File: config.mk
export PLATFORM = sky130hd
export DESIGN_NAME = pipeline_hazard_ctrl
export DESIGN_NICKNAME = d
export VERILOG_FILES = /design/src/rtl/pipeline_pkg.sv /design/src/rtl/sat_counter.sv /design/src/rtl/pipeline_hazard_ctrl.sv
export SDC_FILE = /design/constraint.sdc
export NUM_CORES = 1
export LEC_CHECK = 0
export ABC_AREA = 1
export BUFFER_PORTS_ARGS = -buffer_cell sky130_fd_sc_hd__buf_2
export CAP_MARGIN = 20
export CORE_MARGIN = 5
export CORE_UTILIZATION = 25
export CTS_CLUSTER_SIZE = 14
export DETAILED_ROUTE_END_ITERATION = 12
export GPL_TIMING_DRIVEN = 0
export PLACE_DENSITY = 0.41
export SLEW_MARGIN = 40
export SYNTH_ARGS = -nofsm -noshare
export SYNTH_HDL_FRONTEND = slang
export SYNTH_SLANG_ARGS = --single-unit
export TNS_END_PERCENT = 1
File: constraint.sdc
create_clock -name clk -period 1.9 [get_ports clk]
set_input_delay 0 -clock clk [delete_from_list [all_inputs] [get_ports clk]]
set_output_delay 0 -clock clk [all_outputs]
set_load 0.02 [all_outputs]
File: src/rtl/pipeline_pkg.sv
// Shared definitions for the 5-stage MIPS pipeline: sequencer states, main
// decoder opcodes and ALUOp encodings, and default widths.
package pipeline_pkg;

    localparam int DEF_REG_AW      = 5;
    localparam int DEF_CNT_W       = 16;
    localparam int DEF_MEM_TIMEOUT = 15;

    typedef enum logic {
        ST_RUN      = 1'b0,
        ST_MEM_WAIT = 1'b1
    } hz_state_t;

    typedef enum logic [5:0] {
        OP_R   = 6'b000000,
        OP_LW  = 6'b100011,
        OP_SW  = 6'b101011,
        OP_BEQ = 6'b000100
    } opcode_t;

    typedef enum logic [1:0] {
        ALUOP_ADD   = 2'b00,
        ALUOP_SUB   = 2'b01,
        ALUOP_FUNCT = 2'b10
    } aluop_t;

endpackage

File: src/rtl/sat_counter.sv
// Up-counter that sticks at all-ones instead of wrapping; synchronous reset.
module sat_counter #(
    parameter int CNT_W = 16
) (
    input  logic             clk,
    input  logic             reset,
    input  logic             inc,
    output logic [CNT_W-1:0] count
);

    always_ff @(posedge clk) begin
        if (reset) begin
            count <= '0;
        end else if (inc && (count != '1)) begin
            count <= count + 1'b1;
        end
    end

endmodule

File: src/rtl/pipeline_hazard_ctrl.sv
// Hazard sequencer for the IF/ID/EX/MEM/WB pipe: memory freeze, taken-branch
// flush, load-use bubble, plus saturating stall/flush counters.
module pipeline_hazard_ctrl
    import pipeline_pkg::*;
#(
    parameter int REG_AW      = DEF_REG_AW,
    parameter int CNT_W       = DEF_CNT_W,
    parameter int MEM_TIMEOUT = DEF_MEM_TIMEOUT
) (
    input  logic              clk,
    input  logic              reset,
    input  logic [REG_AW-1:0] id_rs,
    input  logic [REG_AW-1:0] id_rt,
    input  logic              id_uses_rt,
    input  logic              ex_memread,
    input  logic [REG_AW-1:0] ex_rt,
    input  logic              mem_memread,
    input  logic              mem_memwrite,
    input  logic              mem_branch,
    input  logic              mem_zero,
    input  logic              dmem_ready,
    output logic              dmem_req,
    output logic              pc_write,
    output logic              ifid_write,
    output logic              idex_write,
    output logic              exmem_write,
    output logic              pc_src,
    output logic              ifid_flush,
    output logic              idex_flush,
    output logic              exmem_flush,
    output logic              mem_error,
    output logic [CNT_W-1:0]  stall_cnt,
    output logic [CNT_W-1:0]  flush_cnt,
    output logic              dbg_state
);

    localparam int WW = (MEM_TIMEOUT > 1) ? $clog2(MEM_TIMEOUT) : 1;
    localparam logic [WW-1:0] WAIT_LAST = (MEM_TIMEOUT == 0) ? '0 : WW'(MEM_TIMEOUT - 1);

    hz_state_t     state, state_nxt;
    logic [WW-1:0] wait_cnt, wait_cnt_nxt;
    logic          mem_op;
    logic          taken;
    logic          load_use;
    logic          timeout_hit;
    logic          frozen;
    logic          set_error;
    logic          stall_inc;
    logic          flush_inc;

    assign mem_op   = mem_memread | mem_memwrite;
    assign taken    = mem_branch & mem_zero;
    assign load_use = ex_memread & (ex_rt != '0) &
                      ((ex_rt == id_rs) | (id_uses_rt & (ex_rt == id_rt)));

    assign timeout_hit = (MEM_TIMEOUT != 0) && (state == ST_MEM_WAIT) &&
                         !dmem_ready && (wait_cnt == WAIT_LAST);

    assign dbg_state = (state == ST_MEM_WAIT);

    // Handshake: dmem_req stays high from the first cycle the access is in MEM
    // until the cycle dmem_ready is seen (or the wait times out); the access
    // completes in the cycle where req and ready are both high, and the pipe
    // advances in that same cycle.
    always_comb begin
        state_nxt    = state;
        wait_cnt_nxt = wait_cnt;
        frozen       = 1'b0;
        set_error    = 1'b0;
        case (state)
            ST_RUN: begin
                if (mem_op && !dmem_ready) begin
                    frozen       = 1'b1;
                    state_nxt    = ST_MEM_WAIT;
                    wait_cnt_nxt = '0;
                end
            end
            ST_MEM_WAIT: begin
                if (dmem_ready) begin
                    state_nxt = ST_RUN;
                end else if (timeout_hit) begin
                    set_error = 1'b1;
                    state_nxt = ST_RUN;
                end else begin
                    frozen       = 1'b1;
                    wait_cnt_nxt = wait_cnt + 1'b1;
                end
            end
            default: begin
                state_nxt = ST_RUN;
            end
        endcase
    end

    // Priority: reset, memory freeze, branch flush, load-use bubble.
    always_comb begin
        dmem_req    = mem_op | (state == ST_MEM_WAIT);
        pc_write    = 1'b1;
        ifid_write  = 1'b1;
        idex_write  = 1'b1;
        exmem_write = 1'b1;
        pc_src      = 1'b0;
        ifid_flush  = 1'b0;
        idex_flush  = 1'b0;
        exmem_flush = 1'b0;
        if (reset) begin
            dmem_req    = 1'b0;
            pc_write    = 1'b0;
            ifid_write  = 1'b0;
            idex_write  = 1'b0;
            exmem_write = 1'b0;
            ifid_flush  = 1'b1;
            idex_flush  = 1'b1;
            exmem_flush = 1'b1;
        end else if (frozen) begin
            pc_write    = 1'b0;
            ifid_write  = 1'b0;
            idex_write  = 1'b0;
            exmem_write = 1'b0;
        end else if (taken) begin
            pc_src      = 1'b1;
            ifid_flush  = 1'b1;
            idex_flush  = 1'b1;
            exmem_flush = 1'b1;
        end else if (load_use) begin
            // Hold PC and IF/ID, inject a bubble into ID/EX, let EX/MEM drain.
            pc_write   = 1'b0;
            ifid_write = 1'b0;
            idex_flush = 1'b1;
        end
    end

    always_ff @(posedge clk) begin
        if (reset) begin
            state     <= ST_RUN;
            wait_cnt  <= '0;
            mem_error <= 1'b0;
        end else begin
            state     <= state_nxt;
            wait_cnt  <= wait_cnt_nxt;
            mem_error <= mem_error | set_error;
        end
    end

    assign stall_inc = !reset && !pc_write;
    assign flush_inc = !reset && pc_src;

    sat_counter #(.CNT_W(CNT_W)) u_stall_cnt (
        .clk   (clk),
        .reset (reset),
        .inc   (stall_inc),
        .count (stall_cnt)
    );

    sat_counter #(.CNT_W(CNT_W)) u_flush_cnt (
        .clk   (clk),
        .reset (reset),
        .inc   (flush_inc),
        .count (flush_cnt)
    );

endmodule
Word level (Yosys, flattened, before mapping)
Index checks and enable logic that the tools add are counted.
{ "op_classes": {"n_reduce_logical": 12, "bitwise": 9, "n_mux": 26, "eq_ne": 8, "addsub": 3} }
{ "op_table": {"columns": ["cell", "n"], "rows": [
  ["$add 16x1->16 const B", 2],
  ["$ne 16x16->1 const B", 2],
  ["$mux 1", 21],
  ["$mux 4", 3],
  ["$eq 5x5->1", 2],
  ["$pmux 4 s2", 1],
  ["$logic_and 1x1->1", 7],
  ["$ne 2x2->1 const B", 3],
  ["$reduce_bool 5->1", 1],
  ["$add 4x1->4 const B", 1],
  ["$and 1x1->1", 4],
  ["$eq 4x4->1 const B", 1],
  ["$or 1x1->1", 4],
  ["$logic_not 1->1", 3],
  ["$reduce_and 3->1", 1],
  ["$pmux 1 s2", 1],
  ["$not 1->1", 1]
]} }
{ "totals": {"inputBits": 24, "out_inout_bits": 43, "regBits": 38} }

Longest topological paths before layout
{ "logic_depth": {"word_depth": 11, "ltp_mapped": 13, "ltp_nobuf": 12} }

Modules after synthesis
A second synthesis with hierarchy kept.
{ "hier_totals": {"cells_unflattened": 403, "area_unflattened_um2": 2467.4} }
{ "by_module_without_submodules": {"columns": ["module", "n_inst", "area_each_um2", "cells_per_inst"], "rows": [
  ["sat_counter", 2, 929.6, 149],
  ["pipeline_hazard_ctrl", 1, 608.1, 105]
]} }

Worst setup path before layout
Ideal clock, no wire load.
{ "synth_path": {"path_type": "register to register", "from": "register u_flush_cnt.count[0]", "to": "register u_flush_cnt.count[11]", "n_path_buf": 1, "setup_slack_ps": 200, "path_stages_with_launch": 10, "arrival_ps": 1585, "setup_ps": 115, "cell_sequence": "dfxtp_1 -> ha_1 -> nand2_1 -> nor2_4 -> nand3_4 -> nor2_4 -> nor2_8 -> buf_6 -> a21oi_1 -> nor2_1"} }
{ "synth_between": {"elab_chain_len": 2, "word_cells_on_any_way": 3, "classes_between": "add/sub: 1; eq/ne: 1; reduce/logical: 1"} }
{ "synth_lines": {"columns": ["element", "line", "text"], "rows": [
  ["start, declared", "sat_counter.sv:8", "output logic [CNT_W-1:0] count"],
  ["start signal, assigned", "sat_counter.sv:15", "count <= count + 1'b1;"],
  ["parallel branches: the longest is 2 deep, another holds $add 16x1->16", null, null]
]} }
Several ways; the timed one is not identified.
A chain may end at the register's enable or synchronous reset.

Worst setup path after layout
{ "layout_path": {"from": "register wait_cnt[0]", "to": "output ifid_flush"} }
{ "layout_between": {"elab_chain_len": 7} }
{ "layout_lines": {"columns": ["element", "line", "text"], "rows": [
  ["start, declared", "pipeline_hazard_ctrl.sv:41", "logic [WW-1:0] wait_cnt, wait_cnt_nxt;"],
  ["start signal, assigned", "pipeline_hazard_ctrl.sv:140", "wait_cnt <= wait_cnt_nxt;"],
  ["$eq 4x4->1", "pipeline_hazard_ctrl.sv:57", "!dmem_ready && (wait_cnt == WAIT_LAST);"],
  ["$logic_and 1x1->1", "pipeline_hazard_ctrl.sv:57", null],
  ["$mux 1", "pipeline_hazard_ctrl.sv:81", "end else if (timeout_hit) begin"],
  ["$mux 1", "pipeline_hazard_ctrl.sv:79", "if (dmem_ready) begin"],
  ["$pmux 1 s2", "pipeline_hazard_ctrl.sv:70", "case (state)"],
  ["$mux 1", "pipeline_hazard_ctrl.sv:115", "end else if (frozen) begin"],
  ["$mux 1", "pipeline_hazard_ctrl.sv:106", "if (reset) begin"],
  ["end, declared", "pipeline_hazard_ctrl.sv:28", "output logic ifid_flush,"]
]} }
No other way between the ends.

==> results.json <==
{
  "outcome": "complete, no violations",
  "diodes": 0,
  "fin_ws_ns": 0.1292,
  "gr-usage-met3_pct": 2.173,
  "hp-start": "dmem_ready",
  "grt_pass1_wl_um": 11470,
  "cts-buffers-inserted": 5,
  "ys_seq_area_share_pct": 30.46,
  "hpwl_um": 5454,
  "clk_root_buffer_cell": "clkbuf_8",
  "powerDensity_mw_per_mm2": 607.6,
  "mostFrequentLayoutCells": "nand2_1, buf_2, inv_1",
  "synth_top_area_share_pct": 30.46,
  "ant_nets": 0,
  "peakVddDrop_mv": 0.2281,
  "final_common_cell": "nand2_1",
  "drv_cap": 0,
  "timing.hold.ws_ns": 0.02404,
  "final.fill_count": 1088,
  "fin_tns_setup_ns": 0,
  "synth_seq_cells": 38,
  "synth_area_leaders": "dfxtp_1, nand2_1, inv_1, nand3_1, a21oi_1",
  "crit_type": "register to output pin",
  "firstDrtPassIters": 4,
  "startpoint": "wait_cnt[0]",
  "period_minus_slack_ns": 1.771,
  "pre_cts_slack_ns": 0.06793,
  "drv_slew": 0,
  "gr-max-usage-layer": "met2",
  "antenna_found_initial": 0,
  "critPathArrivalTime_ns": 1.77,
  "hold_viol_final": 0,
  "clkSinkCount": 38,
  "cp_cell_sequence": "inv_1 > ha_1 > nand3_1 > nand3_2 > nand2_4 > nand2_1 > inv_2 > nor2_1 > buf_4 > buf_2",
  "ios": 67,
  "setup_violations": 0,
  "syn-cell-area_mm2": 0.002497,
  "htreeDepth": 2,
  "fin_skew_ns": 0.009579,
  "worst_path_max_delay_cell": "dfxtp_1",
  "syn_avg_cell_area_um2": 6.823,
  "cp_max_fo": 5,
  "die_h_um": 109.9,
  "io_buffers": 65,
  "critPathLaunchType": "register",
  "max_slew.worst_pin.slew_ns": 0.6596,
  "ctsHoldBuffers": 0,
  "grt_max_degree": 13,
  "endpoint_kind": "output pin",
  "netlist_instances": 366,
  "period_share_pct": 93.20,
  "hold_path.class": "input pin to register",
  "yosysTopAreaCell": "dfxtp_1",
  "grt_pass1_vias": 2438,
  "fin_util_pct": 32.59,
  "rsz0062_at_grt": "true",
  "drive_gt1_share_pct": 29.19,
  "vias_per_cell": 4.297,
  "yosysUniqueCellTypes": 36,
  "start_util_pct": 25.55,
  "regArea_um2": 762.0,
  "max_freq_mhz": 564.7,
  "cts_buffer_depth": 2,
  "remaining_drc_errors": 0,
  "areaGrowthSynthToFinish_pct": 27.56,
  "clkLatencyLatePin_ns": 0.29,
  "max_stage_delay_ns": 0.34,
  "maxSlewHeadroom_pct": 56.02,
  "p_total_uw": 1936,
  "post_drt_wl_per_cell_um": 11.94,
  "grt-ovfl-total": 0,
  "wirelength_um": 6866,
  "ys_warn_count": 0,
  "r2r-start": "wait_cnt[0]",
  "track_usage_pct": 11.85,
  "routabilityCongestion": 0.7839,
  "final_net_count": 469,
  "fp.dieArea_mm2": 0.01209,
  "p_leak_uw": 0.001431,
  "vias": 2471,
  "cts_tree": "built",
  "multiInputGateArea_mm2": 0.001479,
  "drt_first_iter_violations": 52,
  "core_mm2": 0.009774,
  "crit_required_ns": 1.90,
  "synth.net_count": 394,
  "grt_use_met2_pct": 20.54,
  "grtUsageMet1_pct": 15.11,
  "die_w_um": 109.9,
  "rows": 36,
  "path_clk_slew_ns": 0.08
}
per-stage QoR:
step                area [um2]  cells
floorplan                 2497    366
global placement          2989    564
detailed placement        2989    564
CTS                       3132    572
global route              3186    575
finish                    3186    575
final cells by class:
type                       instances  share of cell area, %
inverter                          48                  5.813
clock buffer                       6                  2.592
sequential                        38                  23.92
multi-input combinational        267                  46.43
clock inverter                     2                  1.885
buffer                            13                  3.221
timing repair buffer              68                  10.92
tap                              133                  5.224
critical path: cells and delay by family (launching register included):
family | cells | cell delay [ns]
flops | 1 | 0.34
buf+inv | 4 | 0.45
fa+ha+maj | 1 | 0.20
simple gates | 5 | 0.50
synth_stat cells (all sizes together):
| master | number |
|---|---|
| nand2 | 100 |
| inv | 48 |
| nor2 | 41 |
| nand3 | 39 |
| dfxtp | 38 |
| a21oi | 32 |
| buf | 12 |
| o21ai | 10 |
| xor2 | 10 |
| nand4 | 8 |
| nor3 | 8 |
| xnor2 | 8 |
| ha | 4 |
| nor4 | 2 |
| a31oi | 1 |
| and3 | 1 |
| clkbuf | 1 |
| nand3b | 1 |
| o21a | 1 |
| o32ai | 1 |
report_power, final:
group,switching [uW],internal [uW]
sequential,11.6,804
clock,307,561
combinational,156,96.1
routing by layer:
layer / part of all wire, % / up-vias
li1: - / 1322
met1: 47 / 1102
met2: 48 / 40
met3: 3.8 / 7
met4: 1.0 / 0
met5: 0 / -
repair_timing:
action	4_1_cts	5_1_grt
buffers inserted	0	3
endpoints found under the setup margin	0	31
gates resized for setup	0	11
logic make-up after synthesis:
kind of cell	synth area share [%]
flops	30.46
simple gates	39.53
buf+inv	11.17
xor+xnor	6.313
compound gates	10.52
fa+ha+maj	2.004
state kept, by name (all words and copies together) (netlist names):
signal,cells
u_stall_cnt.count,16
u_flush_cnt.count,16
dbg_state,1
mem_error,1
wait_cnt,4
worst paths after layout:
| path | to | slack, ns | cells after the start |
|---|---|---|---|
| setup / recovery | ifid_flush | 0.13 | 10 |
| hold / removal | mem_error | 0.02 | 4 |
| hold reg to reg | u_flush_cnt.count[0] | 0.51 | 1 |
| setup reg to reg | u_stall_cnt.count[6] | 0.13 | 10 |
Note: power is estimated with default switching activity, not from simulation.
